$ cat config.mk
export PLATFORM = sky130hd
export DESIGN_NAME = usb_crc_serial
export DESIGN_NICKNAME = d
export VERILOG_FILES = /design/src/rtl/usb_crc_serial.sv
export SDC_FILE = /design/constraint.sdc
export NUM_CORES = 1
export LEC_CHECK = 0
export ABC_AREA = 0
export CORE_MARGIN = 1
export CORE_UTILIZATION = 50
export DETAILED_ROUTE_END_ITERATION = 16
export GPL_TIMING_DRIVEN = 0
export PLACE_DENSITY_LB_ADDON = 0.15
export SETUP_SLACK_MARGIN = 0.3
export SYNTH_ARGS = -nofsm -noshare
export SYNTH_HDL_FRONTEND = slang
export SYNTH_SLANG_ARGS = --single-unit
$ cat constraint.sdc
create_clock -name clk -period 2.3 [get_ports clk]
set_input_delay 0.46 -clock clk [delete_from_list [all_inputs] [get_ports clk]]
set_output_delay 0.46 -clock clk [all_outputs]
set_load 0.05 [all_outputs]
$ cat src/rtl/usb_crc_serial.sv
// Serial USB CRC engine: generate mode passes data through then appends the inverted CRC MSB first;
// check mode runs the whole field, CRC included, and compares the register against the residual.
//
// state | meaning
// IDLE  | waiting for stream_begin; out follows in
// SHIFT | stepping the register once per data bit
// SEND  | emitting inverted CRC bits, count 0..CRC_W-1
module usb_crc_serial #(
  parameter int                 CRC_W    = 5,
  parameter logic [CRC_W-1:0]   POLY     = 5'b00101,
  parameter logic [CRC_W-1:0]   INIT     = 5'b11111,
  parameter logic [CRC_W-1:0]   RESIDUAL = 5'b01100
) (
  input  logic clk,
  input  logic rst_L,
  input  logic in,
  input  logic stream_begin,
  input  logic stream_done,
  input  logic mode_check,
  input  logic halt_stream,
  output logic out,
  output logic crc_busy,
  output logic crc_done,
  output logic crc_ok,
  output logic crc_err
);

  localparam int CW = (CRC_W > 1) ? $clog2(CRC_W) : 1;
  localparam logic [CW-1:0] LAST = CW'(CRC_W - 1);

  typedef enum logic [1:0] {IDLE, SHIFT, SEND} state_t;

  state_t             state, state_n;
  logic [CRC_W-1:0]   crc, crc_n;
  logic [CW-1:0]      count, count_n;
  logic               mode, mode_n;
  logic               done_n, ok_n, err_n;
  logic [CRC_W-1:0]   crc_sh;
  logic               start;
  logic               eff_mode;
  logic [CRC_W-1:0]   step_base;

  function automatic logic [CRC_W-1:0] crc_step(input logic [CRC_W-1:0] c, input logic b);
    logic fb;
    fb = c[CRC_W-1] ^ b;
    return {c[CRC_W-2:0], 1'b0} ^ (fb ? POLY : '0);
  endfunction

  always_ff @(posedge clk or negedge rst_L) begin
    if (!rst_L) begin
      state    <= IDLE;
      crc      <= INIT;
      count    <= '0;
      mode     <= 1'b0;
      crc_done <= 1'b0;
      crc_ok   <= 1'b0;
      crc_err  <= 1'b0;
    end else begin
      state    <= state_n;
      crc      <= crc_n;
      count    <= count_n;
      mode     <= mode_n;
      crc_done <= done_n;
      crc_ok   <= ok_n;
      crc_err  <= err_n;
    end
  end

  // A begin in IDLE or SHIFT restarts from INIT, never from the stale register.
  assign start     = stream_begin && (state != SEND);
  assign eff_mode  = start ? mode_check : mode;
  assign step_base = start ? INIT : crc;

  always_comb begin
    state_n = state;
    crc_n   = crc;
    count_n = count;
    mode_n  = mode;
    done_n  = 1'b0;
    ok_n    = 1'b0;
    err_n   = 1'b0;
    if (!halt_stream) begin
      case (state)
        IDLE, SHIFT: begin
          if (start || state == SHIFT) begin
            crc_n   = crc_step(step_base, in);
            mode_n  = eff_mode;
            state_n = SHIFT;
            if (stream_done) begin
              if (eff_mode) begin
                state_n = IDLE;
                done_n  = 1'b1;
                ok_n    = (crc_n == RESIDUAL);
                err_n   = (crc_n != RESIDUAL);
              end else begin
                state_n = SEND;
                count_n = '0;
              end
            end
          end
        end
        SEND: begin
          if (count == LAST) begin
            state_n = IDLE;
            count_n = '0;
            done_n  = 1'b1;
          end else begin
            count_n = count + 1'b1;
          end
        end
        default: state_n = IDLE;
      endcase
    end
  end

  assign crc_sh   = crc << count;
  assign out      = (state == SEND) ? ~crc_sh[CRC_W-1] : in;
  assign crc_busy = (state != IDLE);

endmodule

**Yosys cells after proc, flatten, opt, wreduce, memory -nomap -nowiden**

Cells that the tools add are included.

- Register bits: 14
- Bits of input ports: 7
- Logic and storage cells: 62

- $add $sub $neg: 1
- Shifts and indexed selects: 1
- Equal/unequal tests: 10
- Mux-type cells: 30
- Reductions and logical operators: 9
- Bitwise logic cells: 4

Operators by type and width:

| cell | number |
|---|---|
| 1-bit 2-to-1 mux | 17 |
| 3-bit 2-to-1 mux | 5 |
| 2-bit inequality test (second input constant) | 5 |
| 2-bit 2-to-1 mux | 4 |
| 3-bit one-hot mux with 2 select lines | 1 |
| 3-bit AND reduction | 2 |
| 5-bit by 4-bit equality test with 1-bit output (second input constant) | 1 |
| 5-bit 2-to-1 mux | 1 |
| 5-bit by 4-bit inequality test with 1-bit output (second input constant) | 1 |
| 5-bit AND reduction | 1 |
| 5-bit by 3-bit left shift with 5-bit output | 1 |
| 5-bit by 3-bit XOR with 5-bit output | 1 |
| 2-bit one-hot mux with 2 select lines | 1 |
| 2-bit nonzero test | 2 |
| 3-bit by 1-bit adder with 3-bit output (second input constant) | 1 |
| 3-bit equality test (second input constant) | 1 |
| 2-bit by 1-bit equality test with 1-bit output (second input constant) | 1 |
| 2-bit equality test (second input constant) | 1 |
| 2-bit logical NOT | 1 |
| 1-bit NOT | 2 |
| 1-bit one-hot mux with 2 select lines | 1 |
| 2-bit OR reduction | 1 |
| 1-bit logical AND | 1 |
| 1-bit logical OR | 1 |
| 1-bit XOR | 1 |

**Longest topological paths before layout**

Gate-level depths: netlist (run 1).

- Depth in word-level cells: 12
- Gate-level depth with buffers: 5

**Worst setup path after synthesis (run 1)**

OpenSTA, ideal clock, no wires.

- Path kind: register to output
- Start: reg count[2]
- End: out out
- Data required time: 1.840 ns
- Path buffers: 1
- Setup slack: 0.254 ns
- Arrival: 1.586 ns
- Cell stages (with the launch flop): 5
- Cell sequence: dfrtp_1 -> clkbuf_1 -> a21boi_0 -> o22ai_1 -> a21oi_1

- Cells in the longest elaborated chain, start to end: 3

RTL lines:

| element | RTL line | RTL |
|---|---|---|
| start: declaration | 35 | `logic [CW-1:0] count, count_n;` |
| start signal: assignment | 61 | `count <= count_n;` |
| 5-bit by 3-bit left shift with 5-bit output | 116 | `assign crc_sh = crc << count;` |
| 1-bit NOT | 117 | `assign out = (state == SEND) ? ~crc_sh[CRC_W-1] : in;` |
| 1-bit 2-to-1 mux | 117 |  |
| end: declaration | 21 | `output logic out,` |

Every way passes these cells.

**Worst setup path in the final report (run 1)**

Ends and elaborated chain as after synthesis.

==> impl_metrics.env, run 1 <==
export IMPL_synthDistinctLibCells=33
export IMPL_setup_viol_count_final=0
export IMPL_slowest_stage="dfrtp_1"
export IMPL_status="finished, final reports clean"
export IMPL_io_buffers=9
export IMPL_cp_arrival_ns=1.45
export IMPL_ctsHtreeMaxLevel=1
export IMPL_grt_pass1_wl_um=2677
export IMPL_hp_class="in -> reg"
export IMPL_ys_seq_area_frac=0.4185
export IMPL_crit_type="reg -> out"
export IMPL_grt_max_degree=15
export IMPL_path_clk_slew_ns=0.08
export IMPL_start_util=0.5528
export IMPL_hold_viol_final=0
export IMPL_drc=0
export IMPL_critPathCaptureType="primary output"
export IMPL_grt_setup_unrepaired="no"
export IMPL_setup_slack_ns=0.3915
export IMPL_ant_nets=0
export IMPL_syn_avg_cell_area_um2=9.794
export IMPL_cts_buffer_depth=2
export IMPL_finClkSkew_ns=0.002574
export IMPL_p_comb_frac=0.471
export IMPL_num_io_pins=12
export IMPL_antenna_found_initial=0
export IMPL_syn_area_um2=852.1
export IMPL_grt_pass1_vias=596
export IMPL_die_y_um=43.28
export IMPL_period_share=0.8298
export IMPL_wl_per_cell_um=13.70
export IMPL_p_clk_frac=0.126
export IMPL_fmax_ghz=0.5240
export IMPL_cts_sinks=14
export IMPL_die_width_um=43.28
export IMPL_mostFrequentLayoutCells="nor2_1, a21oi_1, dfrtp_1"
export IMPL_grt_overflow_total=0
export IMPL_seq_power_share=0.403
export IMPL_p_sw_frac=0.4065
export IMPL_cts_buffers=3
export IMPL_clock_latency_ns=0.28
export IMPL_worst_slew_pin_slew_ns=0.6290
export IMPL_cts_tree="yes"
export IMPL_wl_um=1589
export IMPL_crit_path_cell_trace="clkbuf_2 -> a21boi_0 -> o22ai_1 -> a21oi_2 -> buf_4"
export IMPL_nets=110
export IMPL_vias_per_cell=5.569
export IMPL_leakage_nw=0.4052
export IMPL_place_ws_ns=-0.1996
export IMPL_syn_num_nets=96
export IMPL_layout_drive_gt1_share=0.2800
export IMPL_power_mw=1.157
export IMPL_detail_route_iter0_violations=12
export IMPL_post_route_min_period_ns=1.909
export IMPL_cts_root_buf="clkbuf_4"
export IMPL_p_int_uw=686.9
export IMPL_crit_family="compound AO/OA/AOI/OAI gates"
export IMPL_max_stage_delay_ns=0.33
export IMPL_dr_total_vias=646
export IMPL_finalMaxSlewViolations=0
export IMPL_critPathBufInv=2
export IMPL_fp_row_count=14
export IMPL_track_usage=0.1993
export IMPL_power_per_cell_area_nw_per_um2=1169
export IMPL_cp_max_fo=9
export IMPL_hpwl_um=1157
export IMPL_hold_buffers=0
export IMPL_slew_headroom=0.5793
export IMPL_die_area_um2=1873
export IMPL_switchingPower_uw=470.4
export IMPL_drt_pass1_iterations=4
export IMPL_n_antenna_cell=0
export IMPL_netlist_instances=87
export IMPL_ys_warn_count=0
export IMPL_required_ns=1.84
export IMPL_critPathLaunchType="register"
export IMPL_syn_to_final_growth_pct=16.15
export IMPL_gp_congestion=0.7713
export IMPL_ir_worst_vdd_mv=0.5916
export IMPL_drv_cap=0
export IMPL_placeableCoreArea_um2=1541
export IMPL_synth_seq_cells=14
[per-stage QoR]
| step | utilization | hold slack [ns] | instance area, µm² | cells | setup TNS (ns) |
|---|---|---|---|---|---|
| final | 0.6420 | 0.4214 | 989.7 | 116 | 0 |
| after global routing | 0.6420 | 0.4267 | 989.7 | 116 | 0 |
| after CTS | 0.6437 | 0.4220 | 992.2 | 116 | 0 |
| after detailed placement | 0.6266 | 0.5201 | 965.9 | 112 | -0.1996 |
| after global placement | 0.6266 | 0.5004 | 965.9 | 112 | -0.2053 |
| after floorplan | - | 0.1644 | 855.8 | 87 | 0 |
[worst register-to-register path: stages, from the launching register on]
cell	delay, ns
dfrtp_1	0.38
buf_6	0.14
nor3_4	0.33
nor2b_1	0.22
mux2_1	0.34
[synth_stat cells]
library cell	number	area share
nor2_1	9	0.040
mux2i_1	2	0.023
buf_4	1	0.0088
nand2b_4	1	0.016
or2_2	1	0.0073
nor3_1	1	0.0059
a22o_1	1	0.010
a21oi_2	1	0.010
nor2b_1	4	0.029
ha_1	2	0.029
o21ai_0	4	0.023
nand4_1	1	0.0073
a211oi_1	1	0.0088
buf_6	3	0.040
o22a_2	2	0.023
o22ai_1	1	0.0073
nor3b_1	4	0.035
a21boi_0	1	0.0088
nor3_4	1	0.019
nand3_1	1	0.0059
nor2_2	1	0.0073
inv_1	3	0.013
mux2_1	1	0.013
a21oi_1	10	0.059
dfstp_2	5	0.15
o311ai_2	1	0.019
xnor2_1	4	0.041
mux2_2	1	0.013
nand3b_1	1	0.0088
dfrtp_1	9	0.26
clkbuf_1	1	0.0044
o21ba_2	1	0.012
nand2_1	7	0.031
[cell type report]
type / instances / area (µm²)
clock buffers: 4 / 26.28
fillers: 133 / 551.8
plain buffers: 5 / 46.29
inverters: 3 / 11.26
repair buffers: 9 / 82.58
well taps: 16 / 20.02
flip-flops and latches: 14 / 357.8
multi-input cells: 65 / 445.4
[sequential cells by signal (all words and copies together) (netlist names)]
name	count
mode	1
crc_done	1
crc_ok	1
crc	5
state	2
count	3
crc_err	1
[power by group through the flow]
stage	clock network, mW	registers (mW)	logic, mW
finish	0.146	0.467	0.545
floorplan	0	0.450	0.435
CTS	0.149	0.463	0.545
global route	0.167	0.476	0.603
detailed placement	0	0.467	0.547
global placement	0	0.461	0.538
[metal layers]
| metal | routed length [µm] | vias to the layer above | part of all wire | GRT usage |
|---|---|---|---|---|
| met5 | 0 | - | 0 | 0 |
| met4 | 22 | 0 | 0.014 | 0.09091 |
| met3 | 43 | 4 | 0.027 | 0.05106 |
| met2 | 736 | 12 | 0.46 | 0.3104 |
| met1 | 785 | 304 | 0.49 | 0.2567 |
| li1 | - | 326 | - | - |
[repair_timing]
item,in CTS,in global routing
gates resized for setup,4,10
setup buffers,0,0
setup endpoints to repair,2,2
[cell families (layout without fill, tap and decap cells)]
kind of cell | after synthesis | in the layout | share of synthesized area
xor+xnor | 4 | 4 | 0.04111
fa+ha+maj | 2 | 2 | 0.02936
flops | 14 | 14 | 0.4185
simple gates | 32 | 32 | 0.2129
mux | 4 | 4 | 0.04993
compound gates | 23 | 23 | 0.1821
buf+inv | 8 | 21 | 0.06607
[worst paths after layout]
path,slack (ns),from,depth (start not counted),endpoint
setup / recovery,0.39,count[2],5,out
hold / removal,0.42,halt_stream,2,crc_done
setup reg to reg,0.76,state[1],4,mode
hold reg to reg,0.53,crc[2],2,crc[2]
max in group asynchronous,1.29,rst_L,1,count[0]
min in group asynchronous,0.56,rst_L,1,state[1]
(Power assumes the default switching activity.)
==> run 2, diff against run 1 <==
- CORE_UTILIZATION: 50 -> 47
- clock period: 2.3 -> 1.7 ns (I/O delays scaled with it)
==> run 2 against run 1 <==
Against the previous run: critical path type unchanged; clock-buffer cell count unchanged; the run now ends with negative setup slack left; setup slack lost 0.47 ns; register-to-register slack got worse by 0.46 ns; flip-flop and latch count unchanged; cell count up 15%; combinational power increased by 100%; hold slack lost 0.13 ns.
==> impl_metrics.env, run 2 (synthesis gave the netlist of run 1 again) <==
export IMPL_r2r_end="mode"
export IMPL_period_share=1.047
export IMPL_worstRegToRegCells=5
export IMPL_ant_nets=0
export IMPL_fp_row_count=15
export IMPL_die_area_um2=1987
export IMPL_largest_register_ffs=5
export IMPL_hpwl_um=1095
export IMPL_critPathBufInv=1
export IMPL_r2r_start="state[1]"
export IMPL_n_antenna_cell=0
export IMPL_critPathLaunchType="register"
export IMPL_ctsHtreeMaxLevel=1
export IMPL_detail_route_iter0_violations=10
export IMPL_cp_max_fo=4
export IMPL_finClkSkew_ns=0.005285
export IMPL_path_depth=4
export IMPL_cp_startpoint="count[0]"
export IMPL_gp_congestion=0.7943
export IMPL_hold_buffers=0
export IMPL_fmax_ghz=0.5618
export IMPL_track_usage=0.2063
export IMPL_post_route_min_period_ns=1.780
export IMPL_mostFrequentLayoutCells="nor2_1, dfrtp_1, buf_4, nand2_1, a21oi_1"
export IMPL_grt_pass1_wl_um=2835
export IMPL_max_stage_delay_ns=0.43
export IMPL_wl_um=1827
export IMPL_slowest_stage="dfrtp_2"
export IMPL_power_per_cell_area_nw_per_um2=1684
export IMPL_cp_arrival_ns=1.44
export IMPL_vias_per_cell=5.271
export IMPL_crit_type="reg -> out"
export IMPL_placed_cell_area_um2=997.2
export IMPL_drv_cap=0
export IMPL_stdcell_area_um2=1177
export IMPL_finalMaxSlewViolations=0
export IMPL_leakage_nw=0.4808
export IMPL_grt_pass1_vias=626
export IMPL_grt_overflow_total=0
export IMPL_cts_buffer_depth=2
export IMPL_status="finished, violations left"
export IMPL_top_register="crc"
export IMPL_path_clk_slew_ns=0.09
export IMPL_die_y_um=44.58
export IMPL_num_io_pins=12
export IMPL_grt_max_degree=15
export IMPL_syn_to_final_growth_pct=38.18
export IMPL_required_ns=1.36
export IMPL_grt_setup_unrepaired="yes"
export IMPL_slew_headroom=0.5716
export IMPL_worst_slew_pin_slew_ns=0.6406
export IMPL_cpMostUsedCell="a21oi_4"
export IMPL_rrSetupSlack_ns=0.30
export IMPL_wl_per_cell_um=13.74
export IMPL_cts_root_buf="clkbuf_4"
export IMPL_dr_total_vias=701
export IMPL_placeableCoreArea_um2=1708
export IMPL_crit_path_cell_trace="mux2i_2 -> a21oi_4 -> a21oi_4 -> buf_6"
export IMPL_crit_end="out"
export IMPL_setup_viol_count_final=1
export IMPL_clock_latency_ns=0.29
export IMPL_cts_tree="yes"
export IMPL_violations="negative setup slack"
export IMPL_ir_worst_vdd_mv=0.9085
export IMPL_die_width_um=44.58
export IMPL_drt_pass1_iterations=4
export IMPL_hold_viol_final=0
export IMPL_reg_top3="crc (5), count (3), state (2)"
export IMPL_cts_buffers=3
export IMPL_drc=0
export IMPL_layout_drive_gt1_share=0.4722
export IMPL_crit_family="flip-flops"
export IMPL_start_util=0.4989
export IMPL_hp_class="in -> reg"
export IMPL_antenna_found_initial=0
export IMPL_power_mw=1.982
export IMPL_critPathCaptureType="primary output"
export IMPL_setup_slack_ns=-0.07998
export IMPL_cts_sinks=14
export IMPL_nets=118
export IMPL_io_buffers=9
==> run 2: area by class of cell <==
class	count	area, µm²
Buffer	5	55.05
Clock buffer	4	36.28
Fill cell	133	530.5
Inverter	3	11.26
Multi-Input combinational cell	65	518.0
Sequential cell	14	357.8
Tap cell	25	31.28
Timing Repair Buffer	17	167.7
==> run 2: worst min path at each step <==
stage / startpoint / end / depth (start not counted)
floorplan: rst_L / count[0] / 0
global placement: mode / mode / 1
detailed placement: mode / mode / 1
CTS: halt_stream / crc_done / 2
global route: halt_stream / crc_done / 2
finish: halt_stream / crc_done / 2
==> run 2: power breakdown <==
part	internal, mW	switching [mW]	total [mW]
Clock	0.131	0.122	0.253
Sequential	0.500	0.122	0.622
Combinational	0.566	0.541	1.11
==> run 2: through the flow <==
stage	hold slack, ns	setup slack (ns)	std cells	util	setup TNS, ns
3_5_place_dp	0.5145	-0.5701	121	0.5839	-0.6785
3_3_place_gp	0.4978	-0.5824	121	0.5839	-0.6841
4_1_cts	0.2859	-0.03084	130	0.6418	-0.03084
6_report	0.2934	-0.07998	133	0.6894	-0.07998
5_1_grt	0.2887	-0.1221	133	0.6894	-0.1221
2_1_floorplan	0.04441	0.2886	87	-	0
==> run 2: layer usage <==
metal | track usage | vias up | wire length, µm
li1 | - | 342 | -
met1 | 0.2672 | 344 | 854
met2 | 0.3176 | 10 | 885
met3 | 0.04898 | 5 | 44
met4 | 0.1091 | 0 | 42
met5 | 0 | - | 0
==> run 2: repair_timing <==
item	CTS	global route
buffers inserted	5	3
pin swaps	3	3
setup endpoints to repair	6	5
resized for setup	28	15
